## src/rtl/pf_vf_rtable_lookup.sv

```systemverilog
// Runtime-programmable PF/VF routing table: resolves (pf, vf, vf_active) to a mux port
// through a two-stage pipeline with lowest-index priority, VF wildcards and a miss counter.
module pf_vf_rtable_lookup #(
    parameter int NUM_ENTRIES  = 16,
    parameter int PF_WIDTH     = 3,
    parameter int VF_WIDTH     = 11,
    parameter int NUM_PORT     = 8,
    parameter int PORT_WIDTH   = (NUM_PORT > 1) ? $clog2(NUM_PORT) : 1,
    parameter int DEFAULT_PORT = 0,
    parameter int TAG_WIDTH    = 8,
    parameter int CNT_WIDTH    = 32,
    parameter int IDX_WIDTH    = (NUM_ENTRIES > 1) ? $clog2(NUM_ENTRIES) : 1
) (
    input  logic                  clk,
    input  logic                  rst,
    input  logic                  req_valid,
    output logic                  req_ready,
    input  logic [PF_WIDTH-1:0]   req_pf,
    input  logic [VF_WIDTH-1:0]   req_vf,
    input  logic                  req_vf_active,
    input  logic [TAG_WIDTH-1:0]  req_tag,
    output logic                  rsp_valid,
    input  logic                  rsp_ready,
    output logic [PORT_WIDTH-1:0] rsp_port,
    output logic                  rsp_hit,
    output logic [IDX_WIDTH-1:0]  rsp_idx,
    output logic [TAG_WIDTH-1:0]  rsp_tag,
    input  logic                  cfg_wr_valid,
    input  logic [IDX_WIDTH-1:0]  cfg_wr_idx,
    input  logic                  cfg_wr_en_entry,
    input  logic [PF_WIDTH-1:0]   cfg_wr_pf,
    input  logic [VF_WIDTH-1:0]   cfg_wr_vf,
    input  logic                  cfg_wr_vf_active,
    input  logic                  cfg_wr_vf_wild,
    input  logic [PORT_WIDTH-1:0] cfg_wr_port,
    output logic                  cfg_err,
    input  logic                  cnt_clr,
    output logic [CNT_WIDTH-1:0]  miss_cnt
);

    typedef struct packed {
        logic                  valid;
        logic [PF_WIDTH-1:0]   pf;
        logic [VF_WIDTH-1:0]   vf;
        logic                  vf_active;
        logic                  vf_wild;
        logic [PORT_WIDTH-1:0] port;
    } entry_t;

    // Handshake: a request transfers on a clock edge where req_valid && req_ready;
    // a response transfers where rsp_valid && rsp_ready. Both stages move together on en.
    entry_t                  ent_q [NUM_ENTRIES];
    entry_t                  ent_d [NUM_ENTRIES];
    logic                    s1_valid_q, s1_valid_d;
    logic [NUM_ENTRIES-1:0]  s1_match_q, s1_match_d;
    logic [PORT_WIDTH-1:0]   s1_port_q, s1_port_d;
    logic [TAG_WIDTH-1:0]    s1_tag_q, s1_tag_d;
    logic                    rsp_valid_q, rsp_valid_d;
    logic [PORT_WIDTH-1:0]   rsp_port_q, rsp_port_d;
    logic                    rsp_hit_q, rsp_hit_d;
    logic [IDX_WIDTH-1:0]    rsp_idx_q, rsp_idx_d;
    logic [TAG_WIDTH-1:0]    rsp_tag_q, rsp_tag_d;
    logic                    cfg_err_q, cfg_err_d;
    logic [CNT_WIDTH-1:0]    miss_cnt_q, miss_cnt_d;

    logic                    en;
    logic [NUM_ENTRIES-1:0]  match;
    logic [PORT_WIDTH-1:0]   sel_port;
    logic                    enc_hit;
    logic [IDX_WIDTH-1:0]    enc_idx;
    logic                    wr_bad;

    assign en        = !rsp_valid_q || rsp_ready;
    assign req_ready = en;
    assign rsp_valid = rsp_valid_q;
    assign rsp_port  = rsp_port_q;
    assign rsp_hit   = rsp_hit_q;
    assign rsp_idx   = rsp_idx_q;
    assign rsp_tag   = rsp_tag_q;
    assign cfg_err   = cfg_err_q;
    assign miss_cnt  = miss_cnt_q;

    // The winning port is snapshotted in S1 so a later write to that entry cannot
    // change a result that is already in flight.
    always_comb begin
        match    = '0;
        sel_port = PORT_WIDTH'(DEFAULT_PORT);
        for (int i = 0; i < NUM_ENTRIES; i++) begin
            match[i] = ent_q[i].valid && (ent_q[i].pf == req_pf) &&
                       (ent_q[i].vf_active == req_vf_active) &&
                       (!ent_q[i].vf_active || ent_q[i].vf_wild || (ent_q[i].vf == req_vf));
        end
        for (int i = NUM_ENTRIES - 1; i >= 0; i--) begin
            if (match[i]) sel_port = ent_q[i].port;
        end
    end

    always_comb begin
        enc_hit = 1'b0;
        enc_idx = '0;
        for (int i = NUM_ENTRIES - 1; i >= 0; i--) begin
            if (s1_match_q[i]) begin
                enc_hit = 1'b1;
                enc_idx = IDX_WIDTH'(i);
            end
        end
    end

    always_comb begin
        wr_bad = cfg_wr_valid &&
                 ((32'(cfg_wr_idx) >= NUM_ENTRIES) ||
                  (cfg_wr_en_entry && (32'(cfg_wr_port) >= NUM_PORT)));
        cfg_err_d = wr_bad;
        for (int i = 0; i < NUM_ENTRIES; i++) begin
            ent_d[i] = ent_q[i];
            if (cfg_wr_valid && !wr_bad && (32'(cfg_wr_idx) == i)) begin
                ent_d[i].valid     = cfg_wr_en_entry;
                ent_d[i].pf        = cfg_wr_pf;
                ent_d[i].vf        = cfg_wr_vf;
                ent_d[i].vf_active = cfg_wr_vf_active;
                ent_d[i].vf_wild   = cfg_wr_vf_wild;
                ent_d[i].port      = cfg_wr_port;
            end
        end
    end

    always_comb begin
        s1_valid_d  = s1_valid_q;
        s1_match_d  = s1_match_q;
        s1_port_d   = s1_port_q;
        s1_tag_d    = s1_tag_q;
        rsp_valid_d = rsp_valid_q;
        rsp_port_d  = rsp_port_q;
        rsp_hit_d   = rsp_hit_q;
        rsp_idx_d   = rsp_idx_q;
        rsp_tag_d   = rsp_tag_q;
        if (en) begin
            s1_valid_d = req_valid;
            if (req_valid) begin
                s1_match_d = match;
                s1_port_d  = sel_port;
                s1_tag_d   = req_tag;
            end
            rsp_valid_d = s1_valid_q;
            if (s1_valid_q) begin
                rsp_port_d = enc_hit ? s1_port_q : PORT_WIDTH'(DEFAULT_PORT);
                rsp_hit_d  = enc_hit;
                rsp_idx_d  = enc_idx;
                rsp_tag_d  = s1_tag_q;
            end
        end
        miss_cnt_d = miss_cnt_q;
        if (cnt_clr) begin
            miss_cnt_d = '0;
        end else if (rsp_valid_q && rsp_ready && !rsp_hit_q && (miss_cnt_q != '1)) begin
            miss_cnt_d = miss_cnt_q + 1'b1;
        end
    end

    always_ff @(posedge clk or posedge rst) begin
        if (rst) begin
            for (int i = 0; i < NUM_ENTRIES; i++) ent_q[i] <= '0;
            s1_valid_q  <= 1'b0;
            s1_match_q  <= '0;
            s1_port_q   <= '0;
            s1_tag_q    <= '0;
            rsp_valid_q <= 1'b0;
            rsp_port_q  <= '0;
            rsp_hit_q   <= 1'b0;
            rsp_idx_q   <= '0;
            rsp_tag_q   <= '0;
            cfg_err_q   <= 1'b0;
            miss_cnt_q  <= '0;
        end else begin
            for (int i = 0; i < NUM_ENTRIES; i++) ent_q[i] <= ent_d[i];
            s1_valid_q  <= s1_valid_d;
            s1_match_q  <= s1_match_d;
            s1_port_q   <= s1_port_d;
            s1_tag_q    <= s1_tag_d;
            rsp_valid_q <= rsp_valid_d;
            rsp_port_q  <= rsp_port_d;
            rsp_hit_q   <= rsp_hit_d;
            rsp_idx_q   <= rsp_idx_d;
            rsp_tag_q   <= rsp_tag_d;
            cfg_err_q   <= cfg_err_d;
            miss_cnt_q  <= miss_cnt_d;
        end
    end

endmodule

```

## config.mk

```make
export PLATFORM = sky130hd
export DESIGN_NAME = pf_vf_rtable_lookup
export DESIGN_NICKNAME = d
export VERILOG_FILES = /design/src/rtl/pf_vf_rtable_lookup.sv
export SDC_FILE = /design/constraint.sdc
export NUM_CORES = 1
export LEC_CHECK = 0
export ABC_CLOCK_PERIOD_IN_PS = 34300
export CORE_UTILIZATION = 65
export DETAILED_ROUTE_END_ITERATION = 12
export GPL_TIMING_DRIVEN = 0
export HOLD_SLACK_MARGIN = 0.12
export PLACE_DENSITY = 0.95
export SLEW_MARGIN = 20
export SYNTH_ARGS = -nofsm -noshare
export SYNTH_HDL_FRONTEND = slang
export SYNTH_SLANG_ARGS = --single-unit
```

## constraint.sdc

```tcl
create_clock -name clk -period 34.3 [get_ports clk]
set_clock_uncertainty 0.15 [all_clocks]
set_input_delay 10.29 -clock clk [delete_from_list [all_inputs] [get_ports clk]]
set_output_delay 10.29 -clock clk [all_outputs]
set_load 0.01 [all_outputs]
```

Word level (Yosys, flattened, before mapping)
Index checks and enable logic that the tools add are counted.
{"block": "totals", "reg_bits": 397, "inputBits": 53, "out_inout_bits": 51}
{"block": "classes", "add_sub_neg": 1, "n_eq_ne": 64, "muxes": 51, "n_reduce_logical": 122}
{"cell": "equality test 11 bit", "count": 16}
{"cell": "logical AND 1 bit", "count": 67}
{"cell": "2-to-1 mux 32 bit", "count": 2}
{"cell": "2-to-1 mux 4 bit", "count": 16}
{"cell": "2-to-1 mux 3 bit", "count": 17}
{"cell": "equality test 3 bit", "count": 16}
{"cell": "logical OR 1 bit", "count": 33}
{"cell": "adder 32 x 1 -> 32 bit, second input constant", "count": 1}
{"cell": "equality test 4 bit, second input constant", "count": 8}
{"cell": "!= test 32 bit, second input constant", "count": 1}
{"cell": "logical NOT 1 bit", "count": 18}
{"cell": "equality test 1 bit", "count": 16}
{"cell": "equality test 4 x 3 -> 1 bit, second input constant", "count": 4}
{"cell": "2-to-1 mux 1 bit", "count": 16}
{"cell": "equality test 4 x 2 -> 1 bit, second input constant", "count": 2}
{"cell": "equality test 4 x 1 -> 1 bit, second input constant", "count": 1}
{"cell": "logical NOT 4 bit", "count": 1}
{"cell": "AND reduction 2 bit", "count": 2}
{"cell": "nonzero test 2 bit", "count": 1}

Logic depth before layout (Yosys ltp)
Gate-level depths: netlist of the first run.
{"block": "logic_depth", "word_depth": 20, "depth_mapped": 11}

Least setup slack after synthesis of the first run
No wires, ideal clock.
{"block": "synth_path", "path_type": "input to output", "startpoint": "input rsp_ready", "endpoint": "output req_ready", "arrival_time_ns": 10.501, "t_required_ns": 23.860, "setup_slack_ns": 13.359, "cell_stages": 1, "path_buffers": 0, "path_cell_list": "nand2b_1"}
{"block": "synth_via", "elab_chain_cells": 1}
{"item": "start, declared", "line": "23", "source": "input logic rsp_ready,"}
{"item": "logical OR 1 bit", "line": "73", "source": "assign en = !rsp_valid_q || rsp_ready;"}
{"item": "end, declared", "line": "17", "source": "output logic req_ready,"}
No other way between the ends.

Final worst setup path of the first run
Ends and elaborated chain as after synthesis.

==> results.ini, run 1 <==
[placed_design]
hpwl_um = 33200
port_buffers = 87
place_congestion = 0.902

[cts]
h-tree-depth = 2
clockRootBuffer = clkbuf_16
clk_pin_slew_worst_paths_ns = 0.06
clk_latency_ns = 0.55
post-cts-setup-buffers = 0
cts.hold.buffers_added = 0
cts_tree = built
cts_buffers = 41
cts_max_path_buffers = 3
ctsResizeCount = 0
clock-sinks = 397

[cells_and_area]
seqCellArea_mm2 = 0.00993
finalNetCount = 1751
final_util = 0.761
fillers = 1608
area_growth_pct = 14.9
final_layout_size_suffix_gt1_frac = 0.259
multi_input_area_mm2 = 0.00847
diodes = 0

[timing]
finalHoldViolations = 0
rsz0062_at_grt = no
slew_violations = 0
fin_setup_tns_ns = 0
finalCritPeriodShare = 0.641
finalSetupViolCount = 0
fmax_mhz = 45.5
post-route-min-period_ns = 21.99
tightest_slew_ns = 0.867
slew_headroom = 0.422

[synthesis]
synth_area_mm2 = 0.0190
synth_edf_count = 0
synth_top_flop_cell = dfrtp_1
synth_seq_cells = 397
synth-seq-area-share = 0.523
synth_warnings = 0
netlist_instances = 1563
async_flop_share = 1.00
synth.distinct_cells = 65
syn-mean-instance-area_um2 = 12.2
postSynthNetCount = 1617

[pwr]
p_per_area_mw_per_mm2 = 62.4
total_power_mw = 1.36
ir_drop_mv = 0.0353
p_leak_nw = 9.38

[floorplan]
die_y_um = 173
io_pins = 104
coreArea_mm2 = 0.0287
initial_core_util = 0.662
die_w_um = 173
die-area_mm2 = 0.0299
core.rowCount = 62

[worst_setup_path]
cp_num_buf_inv = 2
worstPathRequired_ns = 23.86
cpPeakStageDelay_ns = 0.57
cp_max_fo = 6
end_kind = primary output
r2r_end = s1_port_q[0]
worstReg2RegStart = ent_q[269]
path_cells = clkdlybuf4s50_1 > nand2b_1 > clkdlybuf4s50_1
cpMostUsedCell = clkdlybuf4s50_1
path_delay_family = buffers and inverters
start_kind = input port
critical_path_arrival_ns = 11.55
crit_slowest_cell = clkdlybuf4s50_1
reg2reg_slack_ns = 31.22
r2r_cells = 8
critical_path_class = in2out

[worst_hold_path]
holdCritPathClass = reg2reg
min_path_cells = 2
holdCritStartpoint = s1_tag_q[2]
holdPathEnd = s1_tag_q[2]

[routing]
via_count = 13500
drc_errors = 0
via_per_inst = 6.41
antenna_violating_nets_post_route = 0
avgRoutedWirePerCell_um = 24.1
routed_wirelength_um = 50800
drtIter0Drc = 1269
first_pass_iters = 6

[global_routing]
antenna_found_initial = 1
grt_pass1_wl_um = 80600
overflow = 0
grt_pass1_vias = 14400
grt_max_degree = 100
grt_usage = 0.348

[flow_run]
drv_cap = 0

[outcome]
outcome = finished, final reports clean

## per-stage QoR
step	setup slack (ns)	hold WS, ns	cell area, um2	instances
floorplan	12.82	0.286	19000	1563
global placement	8.66	0.305	20400	2034
CTS	12.30	0.334	21800	2111
finish	12.31	0.330	21800	2111
detailed placement	12.32	0.314	20500	2038
global route	12.26	0.362	21800	2111
## metal layers
metal	track usage	routed length (um)	vias to the layer above
met5	0	15	-
met4	0.198	3080	2
met3	0.0664	3730	230
met2	0.573	24700	753
met1	0.433	19300	6833
li1	-	-	5709
## cell type report
| class | count | share of cell area |
|---|---|---|
| plain buffers | 103 | 0.0254 |
| well taps | 384 | 0.0220 |
| inverters | 12 | 0.00241 |
| clock inverters | 12 | 0.00688 |
| repair buffers | 91 | 0.0449 |
| clock buffers | 61 | 0.0556 |
| multi-input cells | 1051 | 0.388 |
| flip-flops and latches | 397 | 0.455 |
## cells by family (layout without fill, tap and decap cells)
group / Yosys count / in the layout / share of synthesized area
flops: 397 / 397 / 0.523
compound gates: 112 / 112 / 0.0396
xor+xnor: 249 / 249 / 0.115
buf+inv: 115 / 279 / 0.0316
other cells: 1 / 1 / 0.000197
fa+ha+maj: 1 / 1 / 0.000658
simple gates: 358 / 358 / 0.0951
mux: 330 / 330 / 0.195
## worst max-delay path by stage
| stage | cells past startpoint | startpoint | slack (ns) | end |
|---|---|---|---|---|
| 2_1_floorplan | 1 | rst | 12.82 | ent_q[0] |
| 3_3_place_gp | 2 | rst | 8.66 | ent_q[247] |
| 3_5_place_dp | 3 | rsp_ready | 12.32 | req_ready |
| 4_1_cts | 3 | rsp_ready | 12.30 | req_ready |
| 5_1_grt | 3 | rsp_ready | 12.26 | req_ready |
| 6_report | 3 | rsp_ready | 12.31 | req_ready |
## power breakdown
| group | internal, mW | leakage (nW) | switching (mW) |
|---|---|---|---|
| clock network | 0.268 | 0.660 | 0.188 |
| logic | 0.140 | 3.76 | 0.126 |
| registers | 0.567 | 4.96 | 0.0729 |
| total | 0.975 | 9.38 | 0.388 |
## cell usage after synthesis (3+ instances only)
cell / instances / share of area
or4_1: 4 / 0.0016
nand3b_1: 4 / 0.0016
mux2_2: 328 / 0.19
o31ai_1: 4 / 0.0016
and2_1: 7 / 0.0023
nor3b_1: 7 / 0.0028
dfrtp_1: 397 / 0.52
nand4_1: 20 / 0.0066
buf_6: 16 / 0.0095
and4_1: 6 / 0.0028
nor2_2: 3 / 0.00099
o21a_1: 3 / 0.0012
a21oi_1: 18 / 0.0047
nor2_1: 63 / 0.012
buf_2: 12 / 0.0032
nor4_1: 48 / 0.016
a22o_1: 3 / 0.0014
buf_1: 11 / 0.0022
o211ai_1: 3 / 0.0012
o21bai_1: 3 / 0.0012
a31oi_1: 16 / 0.0053
o21ai_0: 34 / 0.0090
inv_1: 12 / 0.0024
nand2_1: 107 / 0.021
clkbuf_1: 55 / 0.011
xnor2_1: 59 / 0.027
buf_4: 9 / 0.0036
a221o_1: 3 / 0.0016
nand3_1: 31 / 0.0082
or3_1: 11 / 0.0036
nor3_1: 23 / 0.0061
xor2_1: 190 / 0.088
nand2b_1: 9 / 0.0030
a211oi_1: 6 / 0.0024
## registers in the layout, indices dropped and copies added, names as in the netlist
signal / count
rsp_valid: 1
ent_q: 320
s1_match_q: 16
s1_valid_q: 1
rsp_port: 3
rsp_tag: 8
s1_tag_q: 8
rsp_idx: 4
miss_cnt: 32
rsp_hit: 1
s1_port_q: 3
## worst reg2reg max path: stages (launching register included)
cell and delay, ns:
dfrtp_1 0.40, xor2_1 0.17, nor4_1 0.61, a31oi_1 0.26
nor2_2 0.35, nor2_1 0.11, a221oi_1 0.50, o2111a_1 0.30
a221oi_2 0.07
## placed cells by master (no fill, tap or decap), types with 20 or more instances in the layout
master,instances
o21ai_0,34
clkbuf_1,66
nor3_1,23
mux2_2,328
nor2_1,63
dfrtp_1,397
nand2_1,107
xnor2_1,59
nand3_1,31
clkbuf_16,43
nand4_1,20
clkdlybuf4s50_1,87
xor2_1,190
nor4_1,48
No activity file was read; power rests on OpenSTA's default activity.
==> run 2: changes to the inputs <==
--- a/config.mk
+++ b/config.mk
@@ -5,12 +5,12 @@
 export SDC_FILE = /design/constraint.sdc
 export NUM_CORES = 1
 export LEC_CHECK = 0
-export ABC_CLOCK_PERIOD_IN_PS = 34300
-export CORE_UTILIZATION = 65
+export ABC_CLOCK_PERIOD_IN_PS = 21500
+export CORE_UTILIZATION = 60
 export DETAILED_ROUTE_END_ITERATION = 12
 export GPL_TIMING_DRIVEN = 0
 export HOLD_SLACK_MARGIN = 0.12
-export PLACE_DENSITY = 0.95
+export PLACE_DENSITY = 0.9
 export SLEW_MARGIN = 20
 export SYNTH_ARGS = -nofsm -noshare
 export SYNTH_HDL_FRONTEND = slang
==> constraint.sdc (replaced) <==
create_clock -name clk -period 21.5 [get_ports clk]
set_clock_uncertainty 0.15 [all_clocks]
set_input_delay 6.45 -clock clk [delete_from_list [all_inputs] [get_ports clk]]
set_output_delay 6.45 -clock clk [all_outputs]
set_load 0.01 [all_outputs]
==> results.ini, run 2 (synthesis results as in run 1) <==
[outcome]
outcome = finished, final reports clean

[cells_and_area]
largest_register_ffs = 320  ; unchanged
final_layout_size_suffix_gt1_frac = 0.262  ; +0.00247
finalInstanceArea_mm2 = 0.0219  ; about the same
diodes = 0  ; unchanged
area_growth_pct = 15.0  ; about the same
finalNetCount = 1750  ; -0.057%
final_cell_mix = 397 x dfrtp_1, 328 x mux2_2, 190 x xor2_1
largest-register = ent_q
final_common_cell = dfrtp_1
final_util = 0.707  ; -0.0538

[timing]
post-route-min-period_ns = 14.34
finalCritPeriodShare = 0.667
slew_violations = 0  ; unchanged
finalHoldViolations = 0  ; unchanged
tightest_slew_ns = 1.05  ; +0.182 ns
finalSetupViolCount = 0  ; unchanged
slew_headroom = 0.301  ; -0.121
fmax_mhz = 69.7
rsz0062_at_grt = no
hold_slack_ns = 0.322  ; -0.00855 ns

[pwr]
p_per_area_mw_per_mm2 = 98.5  ; +58%
ir_drop_mv = 0.0674  ; +91%
total_power_mw = 2.15  ; +58%
p_leak_nw = 9.40  ; +0.18%

[worst_setup_path]
cp_max_fo = 6  ; unchanged
cp_num_buf_inv = 2  ; unchanged
critical_path_arrival_ns = 7.74  ; -3.81 ns
path_delay_family = buffers and inverters
worstPathRequired_ns = 14.90  ; -8.96 ns
path_cells = clkdlybuf4s50_1 > nand2b_1 > clkdlybuf4s50_1
critical_path_class = in2out
start_kind = input port
end_kind = primary output
crit_slowest_cell = clkdlybuf4s50_1
cpMostUsedCell = clkdlybuf4s50_1
cpPeakStageDelay_ns = 0.58  ; about the same

[floorplan]
initial_core_util = 0.615  ; -0.0473
coreArea_mm2 = 0.0309  ; +7.7%
io_pins = 104  ; unchanged
die_w_um = 180  ; +4.0%
die-area_mm2 = 0.0324  ; +8.2%
die_y_um = 180  ; +4.0%
core.rowCount = 64  ; +3.2%

[global_routing]
antenna_found_initial = 0  ; -1
grt_usage = 0.309  ; -0.0385
grt_max_degree = 101  ; +1.0%
overflow = 0  ; unchanged
grt_pass1_wl_um = 77500  ; -3.9%
grt_pass1_vias = 14000  ; -3.0%

[cts]
cts.hold.buffers_added = 0  ; unchanged
clk_latency_ns = 0.54  ; about the same
ctsResizeCount = 0  ; unchanged
cts_tree = built
cts_buffers = 40  ; -2.4%
clk_pin_slew_worst_paths_ns = 0.06  ; about the same
clock-sinks = 397  ; unchanged
clockRootBuffer = clkbuf_16
h-tree-depth = 2  ; unchanged
post-cts-setup-buffers = 0  ; unchanged
cts_max_path_buffers = 3  ; unchanged

[routing]
routed_wirelength_um = 49100  ; -3.4%
avgRoutedWirePerCell_um = 23.1  ; -3.9%
first_pass_iters = 7  ; +1
antenna_violating_nets_post_route = 0  ; unchanged
via_per_inst = 6.16  ; -3.9%
drtIter0Drc = 990  ; -22%
drc_errors = 0  ; unchanged
via_count = 13100  ; -3.4%

[placed_design]
post_dp_cell_area_mm2 = 0.0205  ; about the same
place_congestion = 0.920  ; +2.0%
hpwl_um = 33500  ; +0.81%
port_buffers = 87  ; unchanged

[flow_run]
drv_cap = 0  ; unchanged

[worst_hold_path]
holdCritPathClass = reg2reg

==> run 2: per-stage QoR <==
step,setup TNS (ns),cells,worst slack (ns)
after floorplan,0,1563,3.86
after global placement,-84.67,2046,-0.261
after detailed placement,0,2050,7.17
after CTS,0,2122,7.16
after global routing,0,2122,7.11
final,0,2122,7.16
==> run 2: area by class of cell <==
cell class / instances / area, um2
Tap cell: 396 / 495
Inverter: 12 / 52.6
Sequential cell: 397 / 9930
Buffer: 103 / 556
Fill cell: 1971 / 9060
Multi-Input combinational cell: 1051 / 8470
Clock inverter: 13 / 150
Timing Repair Buffer: 91 / 981
Clock buffer: 59 / 1210
==> run 2: worst register-to-register path, delay by kind of cell, from the launching register on <==
| family | cells | cell delay (ns) |
|---|---|---|
| compound gates | 4 | 0.88 |
| xor+xnor | 1 | 0.17 |
| buf+inv | 1 | 0.17 |
| flops | 1 | 0.38 |
| simple gates | 3 | 1.16 |
==> run 2: worst paths after layout <==
path	startpoint	endpoint	slack (ns)	depth (start not counted)
max	rsp_ready	req_ready	7.16	3
min	s1_valid_q	rsp_valid	0.32	2
max reg2reg	ent_q[109]	s1_port_q[0]	18.48	9
min reg2reg	s1_valid_q	rsp_valid	0.32	2
max in group asynchronous	rst	ent_q[289]	13.71	4
min in group asynchronous	rst	rsp_tag[4]	6.23	2
==> run 2: metal layers <==
metal | GRT usage | vias up | wire (um)
met3 | 0.0689 | 159 | 3830
met5 | 0 | - | 0
met1 | 0.381 | 6646 | 19100
met4 | 0.147 | 0 | 2330
li1 | - | 5685 | -
met2 | 0.518 | 576 | 23900
==> run 2: where the power goes <==
| part | total [mW] | internal [mW] | switching [mW] |
|---|---|---|---|
| registers | 1.02 | 0.905 | 0.111 |
| clock network | 0.722 | 0.428 | 0.294 |
| logic | 0.416 | 0.223 | 0.193 |
==> run 3: changes to the inputs <==
--- a/config.mk
+++ b/config.mk
@@ -5,7 +5,7 @@
 export SDC_FILE = /design/constraint.sdc
 export NUM_CORES = 1
 export LEC_CHECK = 0
-export ABC_CLOCK_PERIOD_IN_PS = 21500
+export ABC_CLOCK_PERIOD_IN_PS = 14550
 export CORE_UTILIZATION = 60
 export DETAILED_ROUTE_END_ITERATION = 12
 export GPL_TIMING_DRIVEN = 0
==> constraint.sdc (replaced) <==
create_clock -name clk -period 14.55 [get_ports clk]
set_clock_uncertainty 0.15 [all_clocks]
set_input_delay 4.365 -clock clk [delete_from_list [all_inputs] [get_ports clk]]
set_output_delay 4.365 -clock clk [all_outputs]
set_load 0.01 [all_outputs]
==> results.ini, run 3 (synthesis results as in run 1) <==
[worst_setup_path]
end_kind = primary output
path_cells = clkdlybuf4s50_1 > nand2b_1 > clkdlybuf4s50_1
cp_num_buf_inv = 2  ; unchanged
critical_path_class = in2out
start_kind = input port
critical_path_arrival_ns = 5.68  ; -2.06 ns
crit_slowest_cell = clkdlybuf4s50_1
path_delay_family = buffers and inverters
cp_max_fo = 6  ; unchanged
cpPeakStageDelay_ns = 0.60  ; +0.02 ns
worstPathRequired_ns = 10.03  ; -4.87 ns
cpMostUsedCell = clkdlybuf4s50_1

[cts]
cts_buffers = 41  ; +2.5%
ctsResizeCount = 0  ; unchanged
clk_pin_slew_worst_paths_ns = 0.06  ; about the same
post-cts-setup-buffers = 0  ; unchanged
cts_max_path_buffers = 3  ; unchanged
cts.hold.buffers_added = 0  ; unchanged
h-tree-depth = 2  ; unchanged
clk_latency_ns = 0.54  ; about the same
cts_tree = built
clock-sinks = 397  ; unchanged
clockRootBuffer = clkbuf_16

[timing]
slew_headroom = 0.392  ; +0.0910
post-route-min-period_ns = 10.20
tightest_slew_ns = 0.912  ; -0.137 ns
fmax_mhz = 98.1
rsz0062_at_grt = no
finalCritPeriodShare = 0.701
fin_ws_ns = 4.35  ; -2.81 ns
slew_violations = 0  ; unchanged
finalSetupViolCount = 0  ; unchanged
fin_setup_tns_ns = 0  ; unchanged
finalHoldViolations = 0  ; unchanged

[floorplan]
initial_core_util = 0.615  ; unchanged
coreArea_mm2 = 0.0309  ; unchanged
core.rowCount = 64  ; unchanged
die_y_um = 180  ; unchanged
io_pins = 104  ; unchanged
die_w_um = 180  ; unchanged
die-area_mm2 = 0.0324  ; unchanged

[cells_and_area]
finalInstanceArea_mm2 = 0.0219  ; +0.32%
largest-register = ent_q
largest_register_ffs = 320  ; unchanged
final_layout_size_suffix_gt1_frac = 0.264  ; +0.00168
final_util = 0.709  ; +0.00227
area_growth_pct = 15.4
final_cell_mix = 397 x dfrtp_1, 328 x mux2_2, 190 x xor2_1
finalNetCount = 1760  ; +0.57%
final_common_cell = dfrtp_1

[global_routing]
grt_max_degree = 36  ; -64%
overflow = 0  ; unchanged
grt_usage = 0.315  ; +0.00629
grt_pass1_vias = 14200  ; +1.8%
grt_pass1_wl_um = 79300  ; +2.2%
antenna_found_initial = 1  ; +1

[placed_design]
post_dp_cell_area_mm2 = 0.0207  ; +0.79%
hpwl_um = 34300  ; +2.4%
port_buffers = 87  ; unchanged
place_ws_ns = 4.39  ; -2.78 ns
place_congestion = 0.882  ; -4.1%

[routing]
drc_errors = 1  ; +1
antenna_violating_nets_post_route = 0  ; unchanged
first_pass_iters = 9  ; +2
drtIter0Drc = 1190  ; +20%
via_count = 13400  ; +2.2%
via_per_inst = 6.27  ; +1.8%
routed_wirelength_um = 49800  ; +1.4%
avgRoutedWirePerCell_um = 23.4  ; +0.93%

[worst_hold_path]
holdCritPathClass = reg2reg

[pwr]
p_per_area_mw_per_mm2 = 143  ; +45%
ir_drop_mv = 0.0824  ; +22%
p_leak_nw = 9.43  ; +0.28%
total_power_mw = 3.14  ; +46%

[outcome]
violations = DRC
outcome = finished with violations

[flow_run]
drv_cap = 0  ; unchanged

-- run 3: cell types whose count changed in the layout (fill, tap and decap cells not counted), moves of 2 or more --
cell and change:
clkinv_2 +2, clkbuf_1 +3, buf_12 +11, bufinv_16 -2
clkbuf_8 -4, buf_16 -2
-- run 3: cell type report --
class	instances	area, um2
sequential	397	9930
fill	1964	8990
multi-input combinational	1051	8470
clock buffer	58	1170
timing repair buffer	100	1150
buffer	103	556
tap	396	495
clock inverter	13	100
inverter	12	48.8
antenna	1	2.50
-- run 3: final timing paths --
check	start	endpoint	cells after the start	slack, ns
worst min register to register	s1_tag_q[4]	s1_tag_q[4]	2	0.33
worst max register to register	ent_q[272]	s1_port_q[0]	8	11.39
max in group asynchronous	rst	ent_q[25]	8	8.46
worst min-delay path	s1_tag_q[4]	s1_tag_q[4]	2	0.33
min in group asynchronous	rst	rsp_tag[3]	2	4.08
worst max-delay path	rsp_ready	req_ready	3	4.35
-- run 3: tightest hold or removal path, stage by stage (launching register included) --
cell     delay (ns)
dfrtp_1        0.34
nand2_1        0.05
nand2_1        0.06
-- run 3: routing by layer --
| layer | wire, um | part of all wire | GRT usage | up-vias |
|---|---|---|---|---|
| li1 | - | - | - | 5715 |
| met1 | 19000 | 0.38 | 0.390 | 6811 |
| met2 | 24700 | 0.50 | 0.533 | 667 |
| met3 | 3700 | 0.074 | 0.0551 | 166 |
| met4 | 2430 | 0.049 | 0.163 | 0 |
| met5 | 0 | 0 | 0 | - |
-- run 3: power by group --
part | switching (mW) | internal (mW)
combinational | 0.291 | 0.334
clock | 0.432 | 0.577
sequential | 0.165 | 1.34
-- run 3: per-stage QoR --
step / hold slack (ns) / cells
finish: 0.328 / 2131
global route: 0.342 / 2131
CTS: 0.327 / 2130
detailed placement: 0.313 / 2059
global placement: 0.303 / 2046
floorplan: 0.286 / 1563
